File: src/rtl/mips_ctrl_pkg.sv
// rtl/mips_ctrl_pkg.sv - shared state encoding, timeout constant and decode helpers for the multicycle MIPS controller
package mips_ctrl_pkg;

  localparam int TIMEOUT_CYCLES = 16;
  localparam int TIMER_W        = $clog2(TIMEOUT_CYCLES);

  typedef enum logic [2:0] {
    ST_FETCH  = 3'd0,
    ST_DECODE = 3'd1,
    ST_MEM    = 3'd2,
    ST_WB     = 3'd3,
    ST_HALT   = 3'd4
  } state_e;

  function automatic logic is_store(input logic word_we, input logic byte_we);
    return word_we | byte_we;
  endfunction

  function automatic logic needs_mem(input logic mem_read, input logic word_we,
                                     input logic byte_we);
    return mem_read | is_store(word_we, byte_we);
  endfunction

endpackage

File: src/rtl/mips_mc_ctrl_if.sv
// rtl/mips_mc_ctrl_if.sv - decoder, memory handshake and status signals of the multicycle controller
interface mips_mc_ctrl_if;

  logic        mem_ready;
  logic        except;
  logic        mem_read;
  logic        word_we;
  logic        byte_we;
  logic        writeenable;

  logic        mem_req;
  logic        mem_addr_sel;
  logic        mem_wr;
  logic        ir_we;
  logic        pc_we;
  logic        rf_we;
  logic        halted;
  logic        bus_err;
  logic [31:0] retired;

  modport master (
    input  mem_ready, except, mem_read, word_we, byte_we, writeenable,
    output mem_req, mem_addr_sel, mem_wr, ir_we, pc_we, rf_we, halted, bus_err, retired
  );

  modport slave (
    output mem_ready, except, mem_read, word_we, byte_we, writeenable,
    input  mem_req, mem_addr_sel, mem_wr, ir_we, pc_we, rf_we, halted, bus_err, retired
  );

endinterface

File: src/rtl/mips_wait_timer.sv
// rtl/mips_wait_timer.sv - counts consecutive stalled memory cycles; expired flags the last allowed one
module mips_wait_timer
  import mips_ctrl_pkg::*;
(
  input  logic clock,
  input  logic reset,
  input  logic clear,
  input  logic count,
  output logic expired
);

  logic [TIMER_W-1:0] cnt_q, cnt_d;

  // expired is raised during the TIMEOUT_CYCLES-th consecutive stalled cycle
  assign expired = count && !clear && (cnt_q == TIMER_W'(TIMEOUT_CYCLES - 1));

  always_comb begin
    cnt_d = cnt_q;
    if (clear || expired) begin
      cnt_d = '0;
    end else if (count) begin
      cnt_d = cnt_q + TIMER_W'(1);
    end
  end

  always_ff @(posedge clock) begin
    if (!reset) begin
      cnt_q <= '0;
    end else begin
      cnt_q <= cnt_d;
    end
  end

endmodule

File: src/rtl/mips_mc_ctrl.sv
// rtl/mips_mc_ctrl.sv - multicycle MIPS control FSM sharing one single-port memory for fetch and data
module mips_mc_ctrl
  import mips_ctrl_pkg::*;
(
  input  logic           clock,
  input  logic           reset,
  mips_mc_ctrl_if.master bus
);

  state_e      state_q, state_d;
  logic [31:0] retired_q, retired_d;
  logic        bus_err_q, bus_err_d;

  logic        in_access;
  logic        waiting;
  logic        expired;
  logic        store;

  logic        mem_req;
  logic        mem_addr_sel;
  logic        mem_wr;
  logic        ir_we;
  logic        pc_we;
  logic        rf_we;

  assign in_access = (state_q == ST_FETCH) || (state_q == ST_MEM);
  assign waiting   = in_access && !bus.mem_ready;
  assign store     = is_store(bus.word_we, bus.byte_we);

  mips_wait_timer u_wait_timer (
    .clock   (clock),
    .reset   (reset),
    .clear   (!waiting),
    .count   (waiting),
    .expired (expired)
  );

  always_ff @(posedge clock) begin
    if (!reset) begin
      state_q   <= ST_FETCH;
      retired_q <= '0;
      bus_err_q <= 1'b0;
    end else begin
      state_q   <= state_d;
      retired_q <= retired_d;
      bus_err_q <= bus_err_d;
    end
  end

  // a completing access always beats the timeout on the same cycle
  always_comb begin
    state_d   = state_q;
    bus_err_d = bus_err_q;
    unique case (state_q)
      ST_FETCH: begin
        if (bus.mem_ready) begin
          state_d = ST_DECODE;
        end else if (expired) begin
          state_d   = ST_HALT;
          bus_err_d = 1'b1;
        end
      end
      ST_DECODE: begin
        if (bus.except) begin
          state_d = ST_HALT;
        end else if (needs_mem(bus.mem_read, bus.word_we, bus.byte_we)) begin
          state_d = ST_MEM;
        end else begin
          state_d = ST_WB;
        end
      end
      ST_MEM: begin
        if (bus.mem_ready) begin
          state_d = store ? ST_FETCH : ST_WB;
        end else if (expired) begin
          state_d   = ST_HALT;
          bus_err_d = 1'b1;
        end
      end
      ST_WB:   state_d = ST_FETCH;
      ST_HALT: state_d = ST_HALT;
      default: state_d = ST_HALT;
    endcase
  end

  always_comb begin
    mem_req      = 1'b0;
    mem_addr_sel = 1'b0;
    mem_wr       = 1'b0;
    ir_we        = 1'b0;
    pc_we        = 1'b0;
    rf_we        = 1'b0;
    unique case (state_q)
      ST_FETCH: begin
        mem_req = 1'b1;
        ir_we   = bus.mem_ready;
      end
      ST_MEM: begin
        mem_req      = 1'b1;
        mem_addr_sel = 1'b1;
        mem_wr       = store;
        pc_we        = bus.mem_ready && store;
      end
      ST_WB: begin
        pc_we = 1'b1;
        rf_we = bus.writeenable;
      end
      default: begin
      end
    endcase
    // nothing may touch memory or architectural state while reset is held
    if (!reset) begin
      mem_req      = 1'b0;
      mem_addr_sel = 1'b0;
      mem_wr       = 1'b0;
      ir_we        = 1'b0;
      pc_we        = 1'b0;
      rf_we        = 1'b0;
    end
  end

  assign retired_d = pc_we ? retired_q + 32'd1 : retired_q;

  assign bus.mem_req      = mem_req;
  assign bus.mem_addr_sel = mem_addr_sel;
  assign bus.mem_wr       = mem_wr;
  assign bus.ir_we        = ir_we;
  assign bus.pc_we        = pc_we;
  assign bus.rf_we        = rf_we;
  assign bus.halted       = (state_q == ST_HALT);
  assign bus.bus_err      = bus_err_q;
  assign bus.retired      = retired_q;

endmodule

File: src/flat_wrapper.sv
// flat-port wrapper written by rule: the top's interface ports become plain ports
module mips_mc_ctrl_flat import mips_ctrl_pkg::*;
  (clock, reset, bus_mem_ready, bus_except, bus_mem_read, bus_word_we, bus_byte_we, bus_writeenable, bus_mem_req, bus_mem_addr_sel, bus_mem_wr, bus_ir_we, bus_pc_we, bus_rf_we, bus_halted, bus_bus_err, bus_retired);
  mips_mc_ctrl_if bus_i ();
  input  logic clock;
  input  logic reset;
  input wire logic [$bits(bus_i.mem_ready)-1:0] bus_mem_ready;
  input wire logic [$bits(bus_i.except)-1:0] bus_except;
  input wire logic [$bits(bus_i.mem_read)-1:0] bus_mem_read;
  input wire logic [$bits(bus_i.word_we)-1:0] bus_word_we;
  input wire logic [$bits(bus_i.byte_we)-1:0] bus_byte_we;
  input wire logic [$bits(bus_i.writeenable)-1:0] bus_writeenable;
  output wire logic [$bits(bus_i.mem_req)-1:0] bus_mem_req;
  output wire logic [$bits(bus_i.mem_addr_sel)-1:0] bus_mem_addr_sel;
  output wire logic [$bits(bus_i.mem_wr)-1:0] bus_mem_wr;
  output wire logic [$bits(bus_i.ir_we)-1:0] bus_ir_we;
  output wire logic [$bits(bus_i.pc_we)-1:0] bus_pc_we;
  output wire logic [$bits(bus_i.rf_we)-1:0] bus_rf_we;
  output wire logic [$bits(bus_i.halted)-1:0] bus_halted;
  output wire logic [$bits(bus_i.bus_err)-1:0] bus_bus_err;
  output wire logic [$bits(bus_i.retired)-1:0] bus_retired;
  assign bus_i.mem_ready = bus_mem_ready;
  assign bus_i.except = bus_except;
  assign bus_i.mem_read = bus_mem_read;
  assign bus_i.word_we = bus_word_we;
  assign bus_i.byte_we = bus_byte_we;
  assign bus_i.writeenable = bus_writeenable;
  assign bus_mem_req = bus_i.mem_req;
  assign bus_mem_addr_sel = bus_i.mem_addr_sel;
  assign bus_mem_wr = bus_i.mem_wr;
  assign bus_ir_we = bus_i.ir_we;
  assign bus_pc_we = bus_i.pc_we;
  assign bus_rf_we = bus_i.rf_we;
  assign bus_halted = bus_i.halted;
  assign bus_bus_err = bus_i.bus_err;
  assign bus_retired = bus_i.retired;
  mips_mc_ctrl u_core (.clock(clock), .reset(reset), .bus(bus_i));
endmodule
File: config.mk
export PLATFORM = sky130hd
export DESIGN_NAME = mips_mc_ctrl_flat
export DESIGN_NICKNAME = d
export VERILOG_FILES = /design/src/rtl/mips_ctrl_pkg.sv /design/src/rtl/mips_mc_ctrl_if.sv /design/src/rtl/mips_wait_timer.sv /design/src/rtl/mips_mc_ctrl.sv /design/src/flat_wrapper.sv
export SDC_FILE = /design/constraint.sdc
export NUM_CORES = 1
export LEC_CHECK = 0
export CAP_MARGIN = 0
export CORE_ASPECT_RATIO = 1.4
export CORE_MARGIN = 2
export CORE_UTILIZATION = 52
export DETAILED_ROUTE_END_ITERATION = 16
export PLACE_DENSITY = 0.9
export SLEW_MARGIN = 20
export SYNTH_ARGS = -nofsm -noshare
export SYNTH_HDL_FRONTEND = slang
export SYNTH_SLANG_ARGS = --single-unit
export TNS_END_PERCENT = 5
File: constraint.sdc
create_clock -name clock -period 6.4 [get_ports clock]
set_input_delay 0.64 -clock clock [delete_from_list [all_inputs] [get_ports clock]]
set_output_delay 0.64 -clock clock [all_outputs]
set_load 0.01 [all_outputs]
# [Word-level counts from Yosys, hierarchy flattened]
# Index checks and enable logic that the tools add are counted.
# Widths: inputs -> output; s select.
[word_totals] reg_bits=40 inputBits=8 elab_cells=45
[classes] n_reduce_logical=11 n_addsub=2 eq_ne=5 n_mux=19 n_bitwise=4
[op_table] op="$add 32x1->32 const B" n=1
[op_table] op="$mux 1" n=12
[op_table] op="$mux 3" n=4
[op_table] op="$pmux 3 s4" n=1
[op_table] op="$eq 3x2->1 const B" n=2
[op_table] op="$add 4x1->4 const B" n=1
[op_table] op="$eq 4x4->1 const B" n=1
[op_table] op="$reduce_or 2->1" n=2
[op_table] op="$eq 3x1->1 const B" n=1
[op_table] op="$eq 3x3->1 const B" n=1
[op_table] op="$logic_and 1x1->1" n=3
[op_table] op="$logic_not 3->1" n=1
[op_table] op="$reduce_and 3->1" n=1
[op_table] op="$logic_not 1->1" n=2
[op_table] op="$logic_or 1x1->1" n=2
[op_table] op="$mux 2" n=1
[op_table] op="$not 1->1" n=2
[op_table] op="$or 1x1->1" n=2
[op_table] op="$pmux 1 s2" n=1

# [Longest topological paths before layout]
[logic_depth] word_depth=7 ltp_mapped=8 mapped_depth_nobuf=6

# [Hierarchy]
# From an unflattened synthesis, not the netlist that was laid out.
[unflattened] cells_unflattened=224 hier_area_um2=2044.5
[by_module_without_submodules] module="mips_mc_ctrl" instances=1 seq_area_each_um2=720.7 area_per_inst_um2=1859.3 cells_per_inst=206
[by_module_without_submodules] module="mips_wait_timer" instances=1 seq_area_each_um2=80.1 area_per_inst_um2=185.2 cells_per_inst=18

# [Worst setup path after synthesis]
# OpenSTA, ideal clock, no wires.
[synth_path] path_type="input port to flip-flop" start="in bus_byte_we" end="reg u_core.retired_q[25] (netlist: u_core.bus.retired[25])" setup_time_ns=0.131 path_slack_ns=4.127 cell_stages=7 t_arrival_ns=2.142 cell_sequence="o21ai_0 a211o_1 clkbuf_1 or3_4 buf_6 o311ai_2 o41ai_2"
[synth_between] elab_chain_len=4
[synth_lines] element="start: declaration" line="flat_wrapper.sv:11" rtl="input wire logic [$bits(bus_i.byte_we)-1:0] bus_byte_we;"
[synth_lines] element="$or 1x1->1" line="mips_ctrl_pkg.sv:16" rtl="return word_we | byte_we;"
[synth_lines] element="$logic_and 1x1->1" line="mips_mc_ctrl.sv:102" rtl="pc_we = bus.mem_ready && store;"
[synth_lines] element="$pmux 1 s2" line="mips_mc_ctrl.sv:93" rtl="unique case (state_q)"
[synth_lines] element="$mux 1" line="mips_mc_ctrl.sv:112" rtl="if (!reset) begin"
[synth_lines] element="end signal: assignment" line="mips_mc_ctrl.sv:45" rtl="retired_q <= retired_d;"
[synth_lines] element="end: declaration" line="mips_mc_ctrl.sv:11" rtl="logic [31:0] retired_q, retired_d;"
# Every way passes these cells.
# A chain may end at the register's enable or synchronous reset.

# [Worst setup path in the final report]
[layout_path] start="in reset" end="out bus_mem_wr"
[layout_between] elab_chain_len=1
[layout_lines] element="start: declaration" line="flat_wrapper.sv:6" rtl="input logic reset;"
[layout_lines] element="$mux 1" line="mips_mc_ctrl.sv:112"
[layout_lines] element="end: declaration" line="flat_wrapper.sv:15" rtl="output wire logic [$bits(bus_i.mem_wr)-1:0] bus_mem_wr;"
# Every way passes these cells.

==> flow_metrics.env <==
export IMPL_status="complete, no violations"
export IMPL_io_buffers=47
export IMPL_syn_to_final_growth_pct=29.8
export IMPL_antenna_cells=0
export IMPL_max_cap_violations=0
export IMPL_period_share_pct=53.2
export IMPL_die_h_um=75.4
export IMPL_r2r_cells=5
export IMPL_initial_core_util_pct=55.0
export IMPL_place_inst=303
export IMPL_vias=1752
export IMPL_hp_start="u_core.bus.bus_err"
export IMPL_r2r_start="u_core.bus.retired[6]"
export IMPL_wl_um=4060
export IMPL_cp_top_family="buffers and inverters"
export IMPL_max_slew_margin_rel_pct=41.6
export IMPL_path_clk_slew_ns=0.07
export IMPL_gp_congestion=0.777
export IMPL_clk_latency_ns=0.29
export IMPL_hold_end="u_core.bus.bus_err"
export IMPL_drive_gt1_share_pct=3.32
export IMPL_rsz0062_at_grt="no"
export IMPL_finalSetupViolCount=0
export IMPL_cts_root_buf="clkbuf_8"
export IMPL_synth_nets=236
export IMPL_n_fill_cell=278
export IMPL_crit_path_max_fanout=17
export IMPL_skew_ns=0.00701
export IMPL_peakVddDrop_mv=0.156
export IMPL_worst_pin_slew_ns=0.875
export IMPL_critPathBufInv=2
export IMPL_num_rows=25
export IMPL_finalCriticalPeriod_ns=3.41
export IMPL_overflow=0
export IMPL_postCtsSetupRepairBufs=0
export IMPL_htree_levels=2
export IMPL_synthArstFlopShare_pct=0
export IMPL_hold_buffers=0
export IMPL_ys_seq_elements=40
export IMPL_syn_avg_cell_area_um2=8.38
export IMPL_track_usage_pct=21.2
export IMPL_fin_tns_setup_ns=0
export IMPL_stdcell_count=311
export IMPL_cts_buffers=5
export IMPL_grt_pass1_vias=1571
export IMPL_ios=48
export IMPL_nets=280
export IMPL_timing_final_hold_violations=0
export IMPL_dp_hpwl_um=2840
export IMPL_yosysWarnings=0
export IMPL_crit_required_ns=5.76
export IMPL_core_area_um2=3440
export IMPL_final_common_cell="clkdlybuf4s50_1"
export IMPL_cp_cell_sequence="clkdlybuf4s50_1 > nand2b_1 > nor2_1 > and2_1 > nor2b_1 > clkdlybuf4s50_1"
export IMPL_grt_pass1_wl_um=6490
export IMPL_route_detailed_drc=0
export IMPL_cellPowerDensity_nw_per_um2=182
export IMPL_cts_sinks=40
export IMPL_hold_class="register to register"
export IMPL_netlist_instances=226
export IMPL_finalMaxSlewViolations=0
export IMPL_synth_edf_count=0
export IMPL_rrSetupSlack_ns=3.96
export IMPL_drtIter0Drc=35
export IMPL_tritoncts="built"
export IMPL_ant_nets=0
export IMPL_synth_seq_area_share_pct=42.3
export IMPL_drt_pass1_iter_count=4
export IMPL_synthDistinctLibCells=39
export IMPL_arrival_ns=2.77
export IMPL_viasPerCell=5.63
export IMPL_hold_path_depth=2
export IMPL_dieWidth_um=55.0
export IMPL_clock_path_buffers=2
export IMPL_antenna_found_initial=0
export IMPL_syn_area_um2=1890
export IMPL_layout_common_cells="clkdlybuf4s50_1, dfxtp_1, nor2_1"
export IMPL_grt_max_degree=31
export IMPL_fp_dieArea_um2=4150
export IMPL_cpMostUsedCell="clkdlybuf4s50_1"
export IMPL_max_freq_mhz=293
export IMPL_cts_resized=0
export IMPL_cp_slowest_cell="clkdlybuf4s50_1"
export IMPL_critPathKind="primary input to output pin"
export IMPL_post_drt_wl_per_cell_um=13.1
export IMPL_synth_ff_type="dfxtp_1"
export IMPL_p_leak_nw=0.806
export IMPL_r2r_end="u_core.bus.retired[31]"
export IMPL_cp_end_kind="output pin"
export IMPL_start_kind="primary input"
export IMPL_slowest_delay_ns=0.87
registers in the layout (all words and copies together) (netlist names):
register,cells
u_core.bus.retired,32
u_core.u_wait_timer.cnt_q,4
u_core.state_q,3
u_core.bus.bus_err,1
synthesized netlist by cell type (all sizes together), types with 4 or more instances:
cell type   n  area [um2]
nand2b      7        43.8
xor2        5        43.8
nand2      20        75.1
a21oi      10        50.1
dfxtp      40         801
or3         5        36.3
nand4      10        62.6
o21ai       6        30.0
nand3       9        45.0
xnor2      15         131
nor2       31         116
mux2i       4        40.0
clkbuf      7        26.3
nor3        9        45.0
inv        10        37.5
nor4        5        31.3
how the worst max path moves through the flow:
| stage | start | to | slack [ns] | depth (start not counted) |
|---|---|---|---|---|
| 3_5_place_dp | reset | bus_mem_wr | 3.01 | 6 |
| 5_1_grt | reset | bus_mem_wr | 2.79 | 6 |
| 6_report | reset | bus_mem_wr | 2.99 | 6 |
| 4_1_cts | reset | bus_mem_wr | 2.99 | 6 |
| 3_3_place_gp | reset | bus_mem_wr | 3.04 | 6 |
| 2_1_floorplan | bus_byte_we | u_core.bus.retired[25] | 4.13 | 7 |
metal layers:
metal | share of wire, % | track usage [%] | up-vias | wire (um)
met4 | 1.4 | 9.76 | 0 | 57
met1 | 43 | 24.5 | 822 | 1760
met3 | 6.3 | 6.47 | 6 | 255
li1 | - | - | 878 | -
met2 | 49 | 35.2 | 46 | 1990
met5 | 0 | 0 | - | 0
area by class of cell:
| cell class | instances | area (um2) | area share [%] |
|---|---|---|---|
| clock buffers | 8 | 90.1 | 3.67 |
| inverters | 10 | 37.5 | 1.53 |
| multi-input cells | 166 | 1010 | 41.0 |
| flip-flops and latches | 40 | 801 | 32.6 |
| well taps | 40 | 50.0 | 2.04 |
| repair buffers | 47 | 470 | 19.1 |
metrics by stage:
stage	hold slack (ns)	area, um2	worst slack (ns)	total power, mW	utilization, %
after floorplan	0.418	1890	4.13	0.272	-
after global placement	0.431	2370	3.04	0.283	68.8
after detailed placement	0.476	2370	3.01	0.284	68.8
after CTS	0.486	2460	2.99	0.452	71.4
after global routing	0.503	2460	2.79	0.465	71.4
final	0.483	2460	2.99	0.447	71.4
power breakdown:
group	switching, mW	internal [mW]	total (mW)
registers	0.00270	0.251	0.253
clock network	0.0808	0.0879	0.169
logic	0.0141	0.0113	0.0254
kinds of logic (layout without fill, tap and decap cells):
logic type      count (synthesis)  count (layout)  synth area share (%)
compound gates                 30              30                  11.1
buf+inv                        20              65                  4.43
flops                          40              40                  42.3
mux                             4               4                  2.12
xor+xnor                       20              20                  9.25
fa+ha+maj                       2               2                  1.32
simple gates                  110             110                  29.5
worst reg2reg max path, delay by kind of cell, from the launching register on:
family	cells	cell delay, ns
compound gates	2	0.51
flops	1	0.44
simple gates	3	1.38
No activity file was read; power rests on OpenSTA's default activity.
